`config.mk`:
```
export PLATFORM = sky130hd
export DESIGN_NAME = dff_pipe
export DESIGN_NICKNAME = d
export VERILOG_FILES = /design/src/rtl/dff_pipe_pkg.sv /design/src/rtl/d_ff_en.sv /design/src/rtl/dff_pipe.sv
export SDC_FILE = /design/constraint.sdc
export NUM_CORES = 1
export LEC_CHECK = 0
export BUFFER_PORTS_ARGS = -buffer_cell sky130_fd_sc_hd__buf_2
export CORE_MARGIN = 4
export CORE_UTILIZATION = 54
export CTS_CLUSTER_DIAMETER = 50
export DETAILED_ROUTE_END_ITERATION = 10
export PLACE_DENSITY = 0.77
export SLEW_MARGIN = 20
export SYNTH_ARGS = -nofsm -noshare
export SYNTH_HDL_FRONTEND = slang
export SYNTH_SLANG_ARGS = --single-unit
```
`constraint.sdc`:
```
create_clock -name clk -period 2 [get_ports clk]
set_input_delay 0.4 -clock clk [delete_from_list [all_inputs] [get_ports clk]]
set_output_delay 0.4 -clock clk [all_outputs]
set_load 0.1 [all_outputs]
```
`src/rtl/dff_pipe_pkg.sv`:
```
// dff_pipe_pkg: default sizes and occupancy-counter width helper for dff_pipe
package dff_pipe_pkg;
  localparam int DFF_PIPE_WIDTH_DEF = 8;
  localparam int DFF_PIPE_DEPTH_DEF = 4;
  function automatic int occ_width(input int depth);
    return (depth < 1) ? 1 : $clog2(depth + 1);
  endfunction
endpackage

```
`src/rtl/d_ff_en.sv`:
```
// d_ff_en: one enabled pipeline stage with valid flag, sync reset and clear
module d_ff_en #(
  parameter int WIDTH = 8,
  parameter logic [WIDTH-1:0] RST_VAL = '0
) (
  input  logic             clk,
  input  logic             rst,
  input  logic             clr,
  input  logic             en,
  input  logic [WIDTH-1:0] d,
  input  logic             vd,
  output logic [WIDTH-1:0] q,
  output logic             vq
);
  always_ff @(posedge clk) begin
    if (rst || clr) begin
      q  <= RST_VAL;
      vq <= 1'b0;
    end else if (en) begin
      q  <= d;
      vq <= vd;
    end
  end
endmodule

```
`src/rtl/dff_pipe.sv`:
```
// dff_pipe: stall-able DEPTH-stage register pipeline with occupancy count; DFF_PIPE_TAP_EN adds taps/tap_valid
module dff_pipe
  import dff_pipe_pkg::*;
#(
  parameter int WIDTH = DFF_PIPE_WIDTH_DEF,
  parameter int DEPTH = DFF_PIPE_DEPTH_DEF,
  parameter logic [WIDTH-1:0] RST_VAL = '0,
  localparam int OW = occ_width(DEPTH)
) (
  input  logic             clk,
  input  logic             rst,
  input  logic             en,
  input  logic             clr,
  input  logic             in_valid,
  input  logic [WIDTH-1:0] d,
  output logic [WIDTH-1:0] q,
  output logic             out_valid,
  output logic [OW-1:0]    occ
`ifdef DFF_PIPE_TAP_EN
  ,
  output logic [WIDTH*DEPTH-1:0] taps,
  output logic [DEPTH-1:0]       tap_valid
`endif
);
  logic [WIDTH-1:0] data [DEPTH];
  logic [DEPTH-1:0] vld;
  for (genvar i = 0; i < DEPTH; i++) begin : g
    logic [WIDTH-1:0] din;
    logic             vin;
    if (i == 0) begin : h
      assign din = d;
      assign vin = in_valid;
    end else begin : h
      assign din = data[i-1];
      assign vin = vld[i-1];
    end
    d_ff_en #(.WIDTH(WIDTH), .RST_VAL(RST_VAL)) u_stage (
      .clk(clk), .rst(rst), .clr(clr), .en(en),
      .d(din), .vd(vin), .q(data[i]), .vq(vld[i])
    );
`ifdef DFF_PIPE_TAP_EN
    assign taps[i*WIDTH +: WIDTH] = data[i];
`endif
  end
`ifdef DFF_PIPE_TAP_EN
  assign tap_valid = vld;
`endif
  assign q         = data[DEPTH-1];
  assign out_valid = vld[DEPTH-1];
  // entering valid adds one, leaving valid removes one; both at once cancel
  always_ff @(posedge clk) begin
    if (rst || clr) occ <= '0;
    else if (en) occ <= occ + OW'(in_valid) - OW'(vld[DEPTH-1]);
  end
endmodule

```
==> flow_summary_export.csv <==
group,metric,value,unit
synth,ys_ff_latch,39,
timing,slew_headroom,0.676,
detailed_routing,via_count,976,
placement,routabilityCongestion,0.743,
setup_path,cp_data_arrival_time,2.09,ns
clocking,post_cts_buffers,0,
die,ioPinCount,25,
synth,async_flop_share,0,
power,powerDensity,896,mW/mm^2
setup_path,r2r-end,"occ[2]",
clocking,htree_levels,2,
flow_run,cap_violations,0,
timing,hold_violations,0,
synth,synth_fp_nets,153,
detailed_routing,post_drt_wl_per_cell,12.5,um
setup_path,r2r_cells,9,
die,die_h,60.3,um
clocking,cts.sinks,39,
die,die_w,60.3,um
detailed_routing,first_pass_iters,3,
synth,yosys.area.top_type_share,0.528,
grt,antenna_found_initial,0,
setup_path,worstSetupPathType,"reg -> reg",
synth,ys_seq_area_frac,0.528,
synth,synthesis.area,0.00148,mm^2
timing,period_share,0.903,
synth,synthTopCellsByArea,"dfxtp_1, mux2i_1, nor2_1",
die,start_util,0.581,
setup_path,crit_end,"occ[2]",
die,core,0.00254,mm^2
layout,fin_nets,177,
setup_path,start_kind,"flip-flop",
placement,dp_hpwl,1.63,mm
synth,yosysUniqueCellTypes,17,
synth,synthCells,137,
layout,final_core_util,0.668,
detailed_routing,avgViaCountPerCell,5.08,
die,die_area,0.00364,mm^2
timing,fin_crit,1.81,ns
layout,fillers,210,
timing,slew_viol_final,0,
setup_path,reg2reg_setup_slack,0.19,ns
synth,synth_top_cell_by_area,"dfxtp_1",
clocking,cts.clk_slew.worst_paths,0.11,ns
synth,yosys_warnings,0,
clocking,ctsResizeCount,0,
synth,synth_ff_type,"dfxtp_1",
run_status,outcome,"completed",
detailed_routing,drc,0,
timing,finClkSkew,0.0135,ns
grt,grt_usage,0.155,
setup_path,worst_setup_path_end_kind,"flip-flop",
synth,netlist_top_cells_count,"dfxtp_1, nor2_1, mux2i_1",
placement,io_buffers,24,
synth,synth.avg_cell_area,10.8,um^2
die,rows,18,
grt,grt_pass1_wl,4.15,mm
clocking,clk_latency,0.33,ns
setup_path,r2r-start,"occ[0]",
detailed_routing,antenna_left,0,
grt,grt_overflow_total,0,
power,p_leak,0.799,nW
synth,synth.most_common_cell,"dfxtp_1",
clocking,cts_max_path_buffers,2,
clocking,cts_made_buffers,5,
grt,grt_pass1_vias,953,
min_path,holdCritPathClass,"in -> reg",
layout,synthToLayoutAreaGrowth,15.0,%
setup_path,crit_start,"occ[0]",
setup_path,worstPathRequired,2.29,ns
clocking,holdBufCountCts,0,
detailed_routing,drt_first_iter_violations,21,
clocking,clockRootBuffer,"clkbuf_4",
timing,fin_setup_tns,0,ns
timing,rsz0062_at_grt,"false",
layout,drive_above_1_share,0.228,
detailed_routing,wl,2.40,mm
setup_path,crit_fanout,3,
synth,synth_edf_count,0,
timing,finalSetupViolations,0,
clocking,tritoncts,"yes",
power,ir_drop,0.759,mV
timing,tightest_slew,0.490,ns
grt,grt_max_degree,40,
timing,fmax,554,MHz
layout,num_antenna_cells,0,
[cells in the final DEF (no fill, tap or decap)]
cell       netlist  layout
a211o_1          1       1
a211oi_2         1       1
buf_12           0       1
buf_2            1      24
buf_4            4       1
bufinv_16        0       2
clkbuf_1         1       1
clkbuf_4         0       5
dfxtp_1         39      37
dfxtp_4          0       2
fa_1             1       1
ha_1             2       2
inv_1            4       4
mux2i_1         37      37
nand2_1          1       1
nand3_1          1       1
nor2_1          38      38
nor3_1           1       1
or2_4            1       1
xor2_1           1       1
[worst max-delay path, cell delays in order, from the launching register on]
cell	delay (ns)
dfxtp_4	0.36
inv_1	0.04
ha_1	0.26
inv_1	0.05
ha_1	0.13
inv_1	0.05
fa_1	0.38
xor2_1	0.17
a211o_1	0.26
nand2_1	0.05
[report_power, final]
group,switching [mW],internal (mW)
registers,0.00578,0.784
clock network,0.241,0.390
logic,0.0610,0.0424
total,0.308,1.22
[final cells by class]
| cell class | instances | area [um^2] | share of cell area |
|---|---|---|---|
| Sequential cell | 39 | 788 | 0.464 |
| Clock buffer | 6 | 41.3 | 0.0243 |
| Clock inverter | 2 | 60.1 | 0.0353 |
| Timing Repair Buffer | 26 | 148 | 0.0868 |
| Tap cell | 30 | 37.5 | 0.0221 |
| Inverter | 4 | 15.0 | 0.00883 |
| Multi-Input combinational cell | 85 | 611 | 0.359 |
[how the worst min path moves through the flow]
stage / end / cells after the start / from
3_3_place_gp: g[3].u_stage.q[6] / 2 / g[3].u_stage.q[6]
6_report: g[0].u_stage.q[7] / 3 / d[7]
2_1_floorplan: g[0].u_stage.q[0] / 2 / g[0].u_stage.q[0]
3_5_place_dp: g[3].u_stage.q[0] / 2 / g[3].u_stage.q[0]
5_1_grt: g[0].u_stage.q[4] / 3 / d[4]
4_1_cts: g[0].u_stage.q[4] / 3 / d[4]
[registers in the layout, summed over array words and instances, names as in the netlist]
name	cells
occ	3
g.u_stage.q	32
g.u_stage.vq	4
[logic make-up (layout without fill, tap and decap cells)]
kind of cell | Yosys count | after routing | share of synthesized area
and+or+nand+nor | 42 | 42 | 0.112
DFF | 39 | 39 | 0.528
muxes | 37 | 37 | 0.250
buffers and inverters | 13 | 38 | 0.0592
adders and majority gates | 3 | 3 | 0.0305
AOI/OAI and AO/OA | 2 | 2 | 0.0144
xor gates and xnor gates | 1 | 1 | 0.00592
[metal layers]
| metal | part of all wire | GRT usage | up-vias |
|---|---|---|---|
| met5 | 0 | 0 | - |
| met4 | 0.0050 | 0.0570 | 0 |
| met2 | 0.51 | 0.272 | 18 |
| met3 | 0.051 | 0.0617 | 2 |
| li1 | - | - | 498 |
| met1 | 0.43 | 0.169 | 458 |
[per-stage QoR]
stage / instance area [um^2] / cells / hold WS [ns] / total power [mW] / setup WS [ns]
floorplan: 1490 / 137 / 0.460 / 0.893 / 0.0183
global route: 1700 / 192 / 0.283 / 1.59 / 0.0868
finish: 1700 / 192 / 0.296 / 1.52 / 0.194
global placement: 1600 / 184 / 0.467 / 0.907 / 0.282
CTS: 1700 / 192 / 0.284 / 1.54 / 0.174
detailed placement: 1600 / 184 / 0.479 / 0.912 / 0.200
(Power assumes the default switching activity.)
